$ cat config.mk
export PLATFORM = sky130hd
export DESIGN_NAME = debug_uart_rx_flat
export DESIGN_NICKNAME = d
export VERILOG_FILES = /design/src/rtl/debug_uart_rx_if.sv /design/src/rtl/debug_uart_rx.sv /design/src/flat_wrapper.sv
export SDC_FILE = /design/constraint.sdc
export NUM_CORES = 1
export LEC_CHECK = 0
export BUFFER_PORTS_ARGS = -buffer_cell sky130_fd_sc_hd__buf_2
export CORE_MARGIN = 1.5
export CORE_UTILIZATION = 35
export CTS_BUF_LIST = sky130_fd_sc_hd__clkbuf_16
export CTS_CLUSTER_DIAMETER = 80
export DETAILED_ROUTE_END_ITERATION = 10
export GPL_TIMING_DRIVEN = 0
export PLACE_DENSITY_LB_ADDON = 0.15
export SLEW_MARGIN = 10
export SYNTH_ARGS = -nofsm -noshare
export SYNTH_HDL_FRONTEND = slang
export SYNTH_SLANG_ARGS = --single-unit
$ cat constraint.sdc
create_clock -name clk -period 8.3 [get_ports clk]
set_input_delay 1.66 -clock clk [delete_from_list [all_inputs] [get_ports clk]]
set_output_delay 1.66 -clock clk [all_outputs]
set_load 0.05 [all_outputs]
$ cat src/rtl/debug_uart_rx_if.sv
// CPU-side register interface of the debug UART receiver: read/clear strobes
// from the CPU, FIFO head, status and interrupt back to it.
interface debug_uart_rx_if #(
  parameter int FIFO_DEPTH = 4
);
  localparam int CW = $clog2(FIFO_DEPTH) + 1;

  logic          rx_pop;
  logic          err_clear;
  logic [7:0]    rx_data;
  logic          rx_valid;
  logic [CW-1:0] rx_count;
  logic          overrun;
  logic          frame_error;
  logic          rx_busy;
  logic          interrupt;

  modport master (
    output rx_pop, err_clear,
    input  rx_data, rx_valid, rx_count, overrun, frame_error, rx_busy, interrupt
  );

  modport slave (
    input  rx_pop, err_clear,
    output rx_data, rx_valid, rx_count, overrun, frame_error, rx_busy, interrupt
  );
endinterface

$ cat src/rtl/debug_uart_rx.sv
// 8N1 receiver for the debug UART: oversampled mid-bit recovery, small receive
// FIFO, sticky overrun/framing flags and a level interrupt while data is pending.
module debug_uart_rx #(
  parameter int CLK_HZ     = 27_000_000,
  parameter int BIT_RATE   = 1_000_000,
  parameter int FIFO_DEPTH = 4
) (
  input  logic           clk,
  input  logic           rst,
  input  logic           uart_rxd,
  debug_uart_rx_if.slave bus
);
  localparam int CLKS_PER_BIT = CLK_HZ / BIT_RATE;
  localparam int HALF         = CLKS_PER_BIT / 2;
  localparam int CNT_W        = $clog2(CLKS_PER_BIT);
  localparam int PTR_W        = $clog2(FIFO_DEPTH);
  localparam int CW           = PTR_W + 1;

  localparam logic [CNT_W-1:0] CNT_ZERO = {CNT_W{1'b0}};
  localparam logic [CNT_W-1:0] CNT_ONE  = {{(CNT_W-1){1'b0}}, 1'b1};
  localparam logic [CNT_W-1:0] CNT_HALF = CNT_W'(HALF - 1);
  localparam logic [CNT_W-1:0] CNT_BIT  = CNT_W'(CLKS_PER_BIT - 1);
  localparam logic [PTR_W-1:0] PTR_ZERO = {PTR_W{1'b0}};
  localparam logic [PTR_W-1:0] PTR_ONE  = {{(PTR_W-1){1'b0}}, 1'b1};
  localparam logic [CW-1:0]    CW_ZERO  = {CW{1'b0}};
  localparam logic [CW-1:0]    CW_ONE   = {{(CW-1){1'b0}}, 1'b1};
  localparam logic [CW-1:0]    CW_FULL  = CW'(FIFO_DEPTH);

  typedef enum logic [2:0] {
    IDLE  = 3'd0,
    START = 3'd1,
    DATA  = 3'd2,
    STOP  = 3'd3,
    BREAK = 3'd4
  } state_t;

  logic             sync1_r;
  logic             rxd_sync_r;
  logic [1:0]       sync_vld_r;
  logic             armed_r;
  state_t           state_r;
  logic [CNT_W-1:0] cnt_r;
  logic [2:0]       bit_idx_r;
  logic [7:0]       shift_r;
  logic             busy_r;
  logic [7:0]       mem_r [FIFO_DEPTH];
  logic [PTR_W-1:0] wr_ptr_r;
  logic [PTR_W-1:0] rd_ptr_r;
  logic [CW-1:0]    count_r;
  logic             overrun_r;
  logic             ferr_r;

  logic push_s;
  logic ferr_set_s;
  logic full_s;
  logic pop_s;
  logic wr_en_s;
  logic ovr_set_s;

  // Two-flop synchronizer; the reset-value ones must not arm the receiver, so
  // arming waits until rxd_sync_r carries a genuine pin sample.
  always_ff @(posedge clk) begin
    if (rst) begin
      sync1_r    <= 1'b1;
      rxd_sync_r <= 1'b1;
      sync_vld_r <= 2'b00;
      armed_r    <= 1'b0;
    end else begin
      sync1_r    <= uart_rxd;
      rxd_sync_r <= sync1_r;
      sync_vld_r <= {sync_vld_r[0], 1'b1};
      if (sync_vld_r[1] && rxd_sync_r) begin
        armed_r <= 1'b1;
      end
    end
  end

  // Stop-bit outcome and FIFO write/overrun decisions for the current cycle.
  always_comb begin
    push_s     = 1'b0;
    ferr_set_s = 1'b0;
    if ((state_r == STOP) && (cnt_r == CNT_ZERO)) begin
      push_s     = rxd_sync_r;
      ferr_set_s = ~rxd_sync_r;
    end else begin
      push_s     = 1'b0;
      ferr_set_s = 1'b0;
    end
    full_s    = (count_r == CW_FULL);
    pop_s     = bus.rx_pop && (count_r != CW_ZERO);
    wr_en_s   = push_s && (!full_s || pop_s);
    ovr_set_s = push_s && full_s && !pop_s;
  end

  // Receive state machine: mid-bit sampling of start, 8 data bits and stop.
  always_ff @(posedge clk) begin
    if (rst) begin
      state_r   <= IDLE;
      cnt_r     <= CNT_ZERO;
      bit_idx_r <= 3'd0;
      shift_r   <= 8'h00;
      busy_r    <= 1'b0;
    end else begin
      case (state_r)
        IDLE: begin
          if (armed_r && !rxd_sync_r) begin
            state_r <= START;
            cnt_r   <= CNT_HALF;
            busy_r  <= 1'b1;
          end
        end
        START: begin
          if (cnt_r == CNT_ZERO) begin
            if (!rxd_sync_r) begin
              state_r   <= DATA;
              cnt_r     <= CNT_BIT;
              bit_idx_r <= 3'd0;
            end else begin
              state_r <= IDLE;
              busy_r  <= 1'b0;
            end
          end else begin
            cnt_r <= cnt_r - CNT_ONE;
          end
        end
        DATA: begin
          if (cnt_r == CNT_ZERO) begin
            shift_r   <= {rxd_sync_r, shift_r[7:1]};
            cnt_r     <= CNT_BIT;
            bit_idx_r <= bit_idx_r + 3'd1;
            if (bit_idx_r == 3'd7) begin
              state_r <= STOP;
            end
          end else begin
            cnt_r <= cnt_r - CNT_ONE;
          end
        end
        STOP: begin
          if (cnt_r == CNT_ZERO) begin
            if (rxd_sync_r) begin
              state_r <= IDLE;
              busy_r  <= 1'b0;
            end else begin
              state_r <= BREAK;
            end
          end else begin
            cnt_r <= cnt_r - CNT_ONE;
          end
        end
        BREAK: begin
          if (rxd_sync_r) begin
            state_r <= IDLE;
            busy_r  <= 1'b0;
          end
        end
        default: begin
          state_r <= IDLE;
          busy_r  <= 1'b0;
        end
      endcase
    end
  end

  // FIFO pointers and occupancy; a pop on a full FIFO frees the slot for a same-cycle push.
  always_ff @(posedge clk) begin
    if (rst) begin
      wr_ptr_r <= PTR_ZERO;
      rd_ptr_r <= PTR_ZERO;
      count_r  <= CW_ZERO;
    end else begin
      if (wr_en_s) begin
        wr_ptr_r <= wr_ptr_r + PTR_ONE;
      end
      if (pop_s) begin
        rd_ptr_r <= rd_ptr_r + PTR_ONE;
      end
      case ({wr_en_s, pop_s})
        2'b10:   count_r <= count_r + CW_ONE;
        2'b01:   count_r <= count_r - CW_ONE;
        default: count_r <= count_r;
      endcase
    end
  end

  // FIFO storage; contents are only visible through the head when count is non-zero.
  always_ff @(posedge clk) begin
    if (wr_en_s) begin
      mem_r[wr_ptr_r] <= shift_r;
    end
  end

  // Sticky error flags; a set event outranks a same-cycle clear.
  always_ff @(posedge clk) begin
    if (rst) begin
      overrun_r <= 1'b0;
      ferr_r    <= 1'b0;
    end else begin
      if (ovr_set_s) begin
        overrun_r <= 1'b1;
      end else if (bus.err_clear) begin
        overrun_r <= 1'b0;
      end
      if (ferr_set_s) begin
        ferr_r <= 1'b1;
      end else if (bus.err_clear) begin
        ferr_r <= 1'b0;
      end
    end
  end

  assign bus.rx_valid    = (count_r != CW_ZERO);
  assign bus.interrupt   = (count_r != CW_ZERO);
  assign bus.rx_count    = count_r;
  assign bus.rx_data     = (count_r != CW_ZERO) ? mem_r[rd_ptr_r] : 8'h00;
  assign bus.overrun     = overrun_r;
  assign bus.frame_error = ferr_r;
  assign bus.rx_busy     = busy_r;
endmodule

$ cat src/flat_wrapper.sv
// flat-port wrapper written by rule: the top's interface ports become plain ports
module debug_uart_rx_flat 
#(
  parameter int CLK_HZ     = 27_000_000,
  parameter int BIT_RATE   = 1_000_000,
  parameter int FIFO_DEPTH = 4
)
  (clk, rst, uart_rxd, bus_rx_pop, bus_err_clear, bus_rx_data, bus_rx_valid, bus_rx_count, bus_overrun, bus_frame_error, bus_rx_busy, bus_interrupt);
  debug_uart_rx_if #(.FIFO_DEPTH(FIFO_DEPTH)) bus_i ();
  input  logic clk;
  input  logic rst;
  input  logic uart_rxd;
  input wire logic [$bits(bus_i.rx_pop)-1:0] bus_rx_pop;
  input wire logic [$bits(bus_i.err_clear)-1:0] bus_err_clear;
  output wire logic [$bits(bus_i.rx_data)-1:0] bus_rx_data;
  output wire logic [$bits(bus_i.rx_valid)-1:0] bus_rx_valid;
  output wire logic [$bits(bus_i.rx_count)-1:0] bus_rx_count;
  output wire logic [$bits(bus_i.overrun)-1:0] bus_overrun;
  output wire logic [$bits(bus_i.frame_error)-1:0] bus_frame_error;
  output wire logic [$bits(bus_i.rx_busy)-1:0] bus_rx_busy;
  output wire logic [$bits(bus_i.interrupt)-1:0] bus_interrupt;
  assign bus_i.rx_pop = bus_rx_pop;
  assign bus_i.err_clear = bus_err_clear;
  assign bus_rx_data = bus_i.rx_data;
  assign bus_rx_valid = bus_i.rx_valid;
  assign bus_rx_count = bus_i.rx_count;
  assign bus_overrun = bus_i.overrun;
  assign bus_frame_error = bus_i.frame_error;
  assign bus_rx_busy = bus_i.rx_busy;
  assign bus_interrupt = bus_i.interrupt;
  debug_uart_rx #(.CLK_HZ(CLK_HZ), .BIT_RATE(BIT_RATE), .FIFO_DEPTH(FIFO_DEPTH)) u_core (.clk(clk), .rst(rst), .uart_rxd(uart_rxd), .bus(bus_i));
endmodule
==> impl_results.md, run 1 <==
* Hold Fails Final Rpt at 0
* Synth warn at 0
* P&R area growth vs syn at 18.8%
* HP Class: reg2reg
* Residual DRC count at 0
* Top post-synthesis cells by count: dfxtp_1 (36), edfxtp_1 (32), nor2_1 (30)
* Met1 Resource Use GR at ~17%
* DR iter-0 viols at 67
* FILL cells at 774
* Pwr dens at around 300 nW/um2
* Async SR Flop Fraction at 0%
* Core Box Area at 7850 um2
* Dpl ws at between 4 and 5 ns
* Initial antenna violation count at 0
* Crit. End Element: flip-flop
* IO Port Bufs at 19
* Clk root buf: clkbuf_16
* Synth area leader: edfxtp_1
* Total CTS buffers at 9
* Avg WL per Cell at approximately 14 um
* Status: finished clean
* CTS clock-pin slew for the worst setup and hold paths at around 0.060 ns
* Placed Area at between 3000 and 4000 um2
* Final Net Count at between 200 and 300
* Clock Skew at 0.00450 ns
* Synthesized flop and latch total at just under 70
* Max transition margin at 46.0%
* Crit-path max FO at 7
* Die area at 8750 um2
* Post-synthesis sequential area ratio at between 50% and 60%
* Hpwl dp at 3.44 mm
* Core Util, Final at between 40% and 50%
* Slowest CP cell: or4b_1
* Area share of and/or/nand/nor cells after synthesis at between 10% and 20%
* Top cells by area, synth: edfxtp_1 (33%), dfxtp_1 (25%), mux4_2 (6.3%)
* Buffers and inverters on the worst path at 4
* Compound-gate portion of the synthesized area at under 10%
* Sum Neg Setup Slack at 0 ns
* FMAX at between 0.2 and 0.3 GHz
* CP Cell Sequence: buf_2 -> or4b_1 -> and3_1 -> buf_4 -> inv_1 -> ha_1 -> inv_1 -> fa_1 -> xor2_1 -> or3_1 -> a21oi_1
* Vias per cell at between 4 and 5
* Hold-fix buffer count after cts at 0
* CTS max path bufs at 2
* Count of cell types in the netlist at between 40 and 50
* GR peak layer: met2
* Most numerous cell in the Yosys netlist: dfxtp_1
* Slowest stage delay, CP at ~0.55 ns
* # rows at 32
* Setup ws final at between 4 and 5 ns
* DR vias at about 1.7k
* Largest net degree at the start of global routing at 13
* Unrepaired setup endpoints after global routing: no
* Slew Viols, Final at 0
* # setup viols final at 0
* Final Cycle Share at around 45%
* Leak Pwr at 1.29 nW
* Arrival time at the worst endpoint at approximately 4 ns
* WP data required at 8.55 ns
* Synthesized netlist cell count at approximately 230
* Worst Tran Pin Value at ~0.81 ns
* Die Width at a little over 90 um
* Post-layout power at 1.02 mW
* Syn Nets at between 200 and 250
* CP delay by family, top: simple AND/OR/NAND/NOR gates
* Final wirelength at about 5.1 mm
* Number of flops mapped to enable cells by yosys at 32
* Max cap viols at 0
* Io pins at 21
* Mapped Avg Cell Area at between 10 and 15 um2
* Worst setup path class: in2reg
* Min cycle time layout at 3.71 ns
* XOR/XNOR Fraction of Synth Area at around 1.2%
* Clk sinks at around 70
* Most common flop cell mapped by yosys: dfxtp_1
* Largest family of logic cells by synthesized area: simple AND/OR/NAND/NOR gates
* Yosys top cell area share at 33.5%
* Clock Latency Late Sink at ~0.32 ns
* Multiplexer share of the synthesized area at roughly a tenth
* Layout cell share with drive strength beyond 1 at about a fifth
* Syn Std Cell Area at 2870 um2
* Most frequent CP cell: inv_1
* Global route overflow at 0
* First-pass GRT wire length at 8.40 mm
* M3 GR Usage at between 2 and 3%
* Pre-Repair DR Iteration Count at 4
* TritonCTS clock tree: done
* Adder-cell share of the synthesized area at 4.19%
* ANT nets after route at 0
* Routability congestion estimate at about 0.85
* Met2 Use GR at approximately 20%
* Antenna diodes at 0
* GRT Overall Usage at 13.1%
* Vias in the first global route at approximately 1.6k
* Post-CTS resize count at 0
* Crit start category: input port
* Number of setup buffers added after CTS at 0
* Initial Util at around 37%
* Finished Cell Area at 3410 um2
* Htree depth at 3
* Peak supply drop at about 0.2 mV
* Chip height at 93.5 um
-- worst paths after layout --
check                  start                endpoint  slack [ns]  cells after the start
max reg2reg  u_core.cnt_r[0]  u_core.bus.rx_count[2]        5.58                     13
min reg2reg   u_core.sync1_r       u_core.rxd_sync_r        0.41                      1
min           u_core.sync1_r       u_core.rxd_sync_r        0.41                      1
max               bus_rx_pop  u_core.bus.rx_count[2]        4.59                     11
-- power by group --
part | leakage (nW) | switching, mW | internal, mW
Clock | 0.161 | 0.141 | 0.262
Combinational | 0.537 | 0.133 | 0.0908
Sequential | 0.589 | 0.0219 | 0.373
Total | 1.29 | 0.296 | 0.726
-- sequential cells by signal, indices dropped and copies added (netlist names), named ones only --
| signal | cells |
|---|---|
| u_core.armed_r | 1 |
| u_core.bit_idx_r | 3 |
| u_core.bus.frame_error | 1 |
| u_core.bus.overrun | 1 |
| u_core.bus.rx_busy | 1 |
| u_core.bus.rx_count | 3 |
| u_core.cnt_r | 5 |
| u_core.mem_r | 32 |
| u_core.rd_ptr_r | 2 |
| u_core.rxd_sync_r | 1 |
| u_core.shift_r | 8 |
| u_core.state_r | 3 |
| u_core.sync1_r | 1 |
| u_core.sync_vld_r | 2 |
| u_core.wr_ptr_r | 2 |
-- cells by family after synthesis --
family                     after synthesis
and+or+nand+nor                         69
xor gates and xnor gates                 4
muxes                                   19
AOI/OAI and AO/OA                       36
adders and majority gates                9
buffers and inverters                   26
DFF                                     68
-- stage by stage --
step / std cells / hold slack [ns]
2_1_floorplan: 231 / 0.389
3_3_place_gp: 352 / 0.392
3_5_place_dp: 352 / 0.393
4_1_cts: 368 / 0.407
5_1_grt: 368 / 0.437
6_report: 368 / 0.406
-- cell type report --
type                    count  area, um2  share of cell area (%)
plain buffers              13       77.6                    2.28
clock buffers               9        225                    6.61
clock inverters             7       91.3                    2.68
inverters                  13       48.8                    1.43
multi-input cells         137       1060                    31.1
flip-flops and latches     68       1680                    49.3
well taps                 102        128                    3.74
repair buffers             19       95.1                    2.79
-- cell usage in the layout (no fill, tap or decap), types with 2 or more instances in the layout --
cell type and count:
ha_1 8, o211ai_1 2, o21a_1 3, buf_4 3
nand3_1 2, mux2i_1 10, xor2_1 3, a21oi_1 9
clkinv_2 2, clkbuf_1 8, and2_1 13, buf_2 20
or3_1 2, a21o_1 2, inv_1 14, clkbuf_16 9
nor2_1 30, nor3_1 3, a211oi_1 2, or2_2 2
nand2_1 6, edfxtp_1 32, o21bai_1 2, o21ai_0 5
nor2b_1 2, and3_1 2, dfxtp_1 36, bufinv_16 2
a32oi_1 2, a22oi_1 4, mux4_2 8
-- per-layer routing --
metal	vias to the layer above	share of wire (%)	wire length, um
met4	0	1.7	85
met1	815	49	2540
met3	8	2.8	145
met2	23	46	2370
met5	-	0	0
li1	890	-	-
-- worst reg2reg max path: stages, from the launching register on --
cell	delay [ns]
dfxtp_1	0.33
inv_1	0.07
ha_1	0.19
or4b_4	0.51
nor3_4	0.20
and3_1	0.18
buf_4	0.15
inv_1	0.05
ha_1	0.21
inv_1	0.07
fa_1	0.17
xor2_1	0.07
or3_1	0.31
a21oi_1	0.14
No activity file was read; power rests on OpenSTA's default activity.
==> run 2, diff against run 1 <==
--- a/config.mk
+++ b/config.mk
@@ -5,6 +5,7 @@
 export SDC_FILE = /design/constraint.sdc
 export NUM_CORES = 1
 export LEC_CHECK = 0
+export ABC_AREA = 1
 export BUFFER_PORTS_ARGS = -buffer_cell sky130_fd_sc_hd__buf_2
 export CORE_MARGIN = 1.5
 export CORE_UTILIZATION = 35
==> constraint.sdc (replaced) <==
create_clock -name clk -period 3.6 [get_ports clk]
set_input_delay 0.72 -clock clk [delete_from_list [all_inputs] [get_ports clk]]
set_output_delay 0.72 -clock clk [all_outputs]
set_load 0.05 [all_outputs]
==> run 2 against run 1 <==
Compared with the run above: utilization about the same; synthesized cell count up 48%; clock skew up 0.0033 ns; worst hold slack worse by 0.0014 ns; clock power rose to 2.5 times the previous value; combinational power rose to 3.3 times the previous value; sequential share of layout area down 2.4 points; critical path type is now reg2out; worst setup slack worse by 3.7 ns.
==> impl_results.md, run 2 <==
* Hold path depth at 1
* Crit-path max FO at 9
* TritonCTS clock tree: done
* DR iter-0 viols at 84
* Slew Viols, Final at 0
* Hold Fails Final Rpt at 0
* Clk root buf: clkbuf_16
* Crit. End Element: output port
* Pwr dens at roughly 760 nW/um2
* Chip height at 95.7 um
* Largest net degree at the start of global routing at 14
* # rows at 33
* Hold-fix buffer count after cts at 0
* Io pins at 21
* Combinational share of power at 27.2%
* First-pass GRT wire length at about 9.6 mm
* Htree depth at 3
* DR vias at 2210
* Layout cell share with drive strength beyond 1 at between 15 and 20%
* Most numerous cell in the Yosys netlist: nor2_1
* Crit start category: flip-flop
* # setup viols final at 0
* Arrival time at the worst endpoint at 2.01 ns
* IO Port Bufs at 20
* Slowest stage delay, CP at ~0.4 ns
* Synth area leader: edfxtp_1
* Die area at about 9200 um2
* Synth warn at 0
* Sequential share of power at approximately 36%
* Peak supply drop at roughly 0.35 mV
* Max transition margin at approximately 48%
* Vias per cell at 4.59
* Core Box Area at between 8000 and 9000 um2
* Die Width at around 96 um
* Post-CTS resize count at 0
* FILL cells at roughly 830
* Worst setup path class: reg2out
* Worst hold endpoint: u_core.rxd_sync_r
* Most frequent cells in the layout: nor2_1 (80), nand2_1 (41), dfxtp_1 (36), o21ai_0 (34), edfxtp_1 (32)
* GRT Overall Usage at between 10% and 20%
* Clock Latency Late Sink at between 0.3 and 0.4 ns
* Syn Nets at ~360
* Synthesized flop and latch total at between 60 and 70
* Syn Std Cell Area at between 3000 and 4000 um2
* Finished Cell Area at between 3000 and 4000 um2
* Antenna diodes at 0
* Clk sinks at between 60 and 70
* Final Net Count at between 300 and 400
* Top post-synthesis cells by count: nor2_1 (80), nand2_1 (41), dfxtp_1 (36)
* R2r startpoint: u_core.cnt_r[0]
* Sum Neg Setup Slack at 0 ns
* Number of setup buffers added after CTS at 0
* Internal power at between 1.5 and 2 mW
* CP delay by family, top: buffers and inverters
* Mapped Avg Cell Area at 8.82 um2
* Yosys top cell area share at between 30% and 40%
* Initial Util at between 30% and 40%
* Total CTS buffers at 9
* Min cycle time layout at approximately 2.7 ns
* Count of cell types in the netlist at 29
* P&R area growth vs syn at 19.2%
* HP Class: reg2reg
* Worst R2R End: u_core.bus.rx_count[2]
* Avg WL per Cell at between 10 and 15 um
* Worst reg2reg path depth at 12
* Most common flop cell mapped by yosys: dfxtp_1
* Max cap viols at 0
* Hold path start: u_core.sync1_r
* Worst Tran Pin Value at between 0.7 and 0.8 ns
* WP data required at between 2 and 3 ns
* Leak Pwr at 1.50 nW
* Clock Skew at a little under 0.008 ns
* R2R Setup Slk at 1.25 ns
* CTS max path bufs at 2
* Final wirelength at ~5.6 mm
* FMAX at roughly 0.37 GHz
* Top cells by area, synth: edfxtp_1 (32%), dfxtp_1 (24%), nor2_1 (10%)
* Post-synthesis sequential area ratio at about 56%
* Clock power frac at a little under two fifths
* ANT nets after route at 0
* Final Cycle Share at 75.8%
* Largest register by flop count: u_core.mem_r
* Largest regs: u_core.mem_r (32), u_core.shift_r (8), u_core.cnt_r (5)
* Flip-flop count of the largest register after layout at 32
* CP Cell Sequence: clkbuf_1 -> inv_1 -> nor2_1 -> o21ai_0 -> a21oi_1 -> buf_2
* Hpwl dp at ~4 mm
* Sw power at roughly 0.91 mW
* Synthesized netlist cell count at around 340
* Vias in the first global route at 2030
* Switch share at between 30 and 40%
* Slowest CP cell: clkbuf_1
* Unrepaired setup endpoints after global routing: no
* Async SR Flop Fraction at 0%
* Pre-Repair DR Iteration Count at 4
* Most common cell after layout, fill and taps aside: nor2_1
* Routability congestion estimate at 0.849
* Residual DRC count at 0
* Global route overflow at 0
* Buffers and inverters on the worst path at 3
* Placed Area at about 3200 um2
* Number of flops mapped to enable cells by yosys at 32
* Initial antenna violation count at 0
* Status: finished clean
* CTS clock-pin slew for the worst setup and hold paths at 0.06 ns
[run 2: metal layers]
metal  track usage [%]  share of wire (%)
met3              3.91                3.8
met2              23.5                 48
met1              17.1                 47
met4              6.25                1.5
met5                 0                  0
[run 2: per-stage QoR]
stage	std cells	total power [mW]	util [%]	worst slack (ns)	hold WS (ns)
finish	482	2.74	43.4	0.870	0.404
global route	482	2.94	43.4	0.701	0.423
CTS	482	2.77	43.4	0.871	0.409
detailed placement	466	1.76	39.2	1.14	0.394
global placement	466	1.75	39.2	1.14	0.393
floorplan	341	1.60	-	0.758	0.388
[run 2: layout make-up]
type	count	area, um2	area share, %
flip-flops and latches	68	1680	46.9
inverters	38	143	3.98
clock inverters	7	121	3.39
repair buffers	20	100	2.79
plain buffers	10	60.1	1.68
clock buffers	9	225	6.28
multi-input cells	225	1120	31.3
well taps	105	131	3.66
[run 2: how the worst max path moves through the flow]
stage	from	end	cells after the start
floorplan	u_core.bus.rx_count[2]	bus_rx_data[0]	4
global placement	bus_rx_pop	u_core.bus.rx_count[2]	11
detailed placement	bus_rx_pop	u_core.bus.rx_count[2]	11
CTS	flip-flop	bus_rx_data[6]	6
global route	flip-flop	bus_rx_data[2]	6
finish	flip-flop	bus_rx_data[2]	6
[run 2: kinds of logic (layout without fill, tap and decap cells)]
| group | Yosys count | in the layout | synth area share (%) |
|---|---|---|---|
| simple gates | 151 | 151 | 22.4 |
| flops | 68 | 68 | 55.9 |
| compound gates | 64 | 64 | 10.7 |
| fa+ha+maj | 9 | 9 | 4.00 |
| xor+xnor | 1 | 1 | 0.291 |
| buf+inv | 48 | 84 | 6.74 |
[run 2: power by group through the flow]
stage          Combinational (mW)  Sequential [mW]  Clock, mW
6_report                    0.747            0.989       1.01
5_1_grt                     0.870             1.01       1.07
4_1_cts                     0.755            0.988       1.03
3_5_place_dp                0.755             1.00          0
3_3_place_gp                0.753             1.00          0
2_1_floorplan               0.600             1.00          0
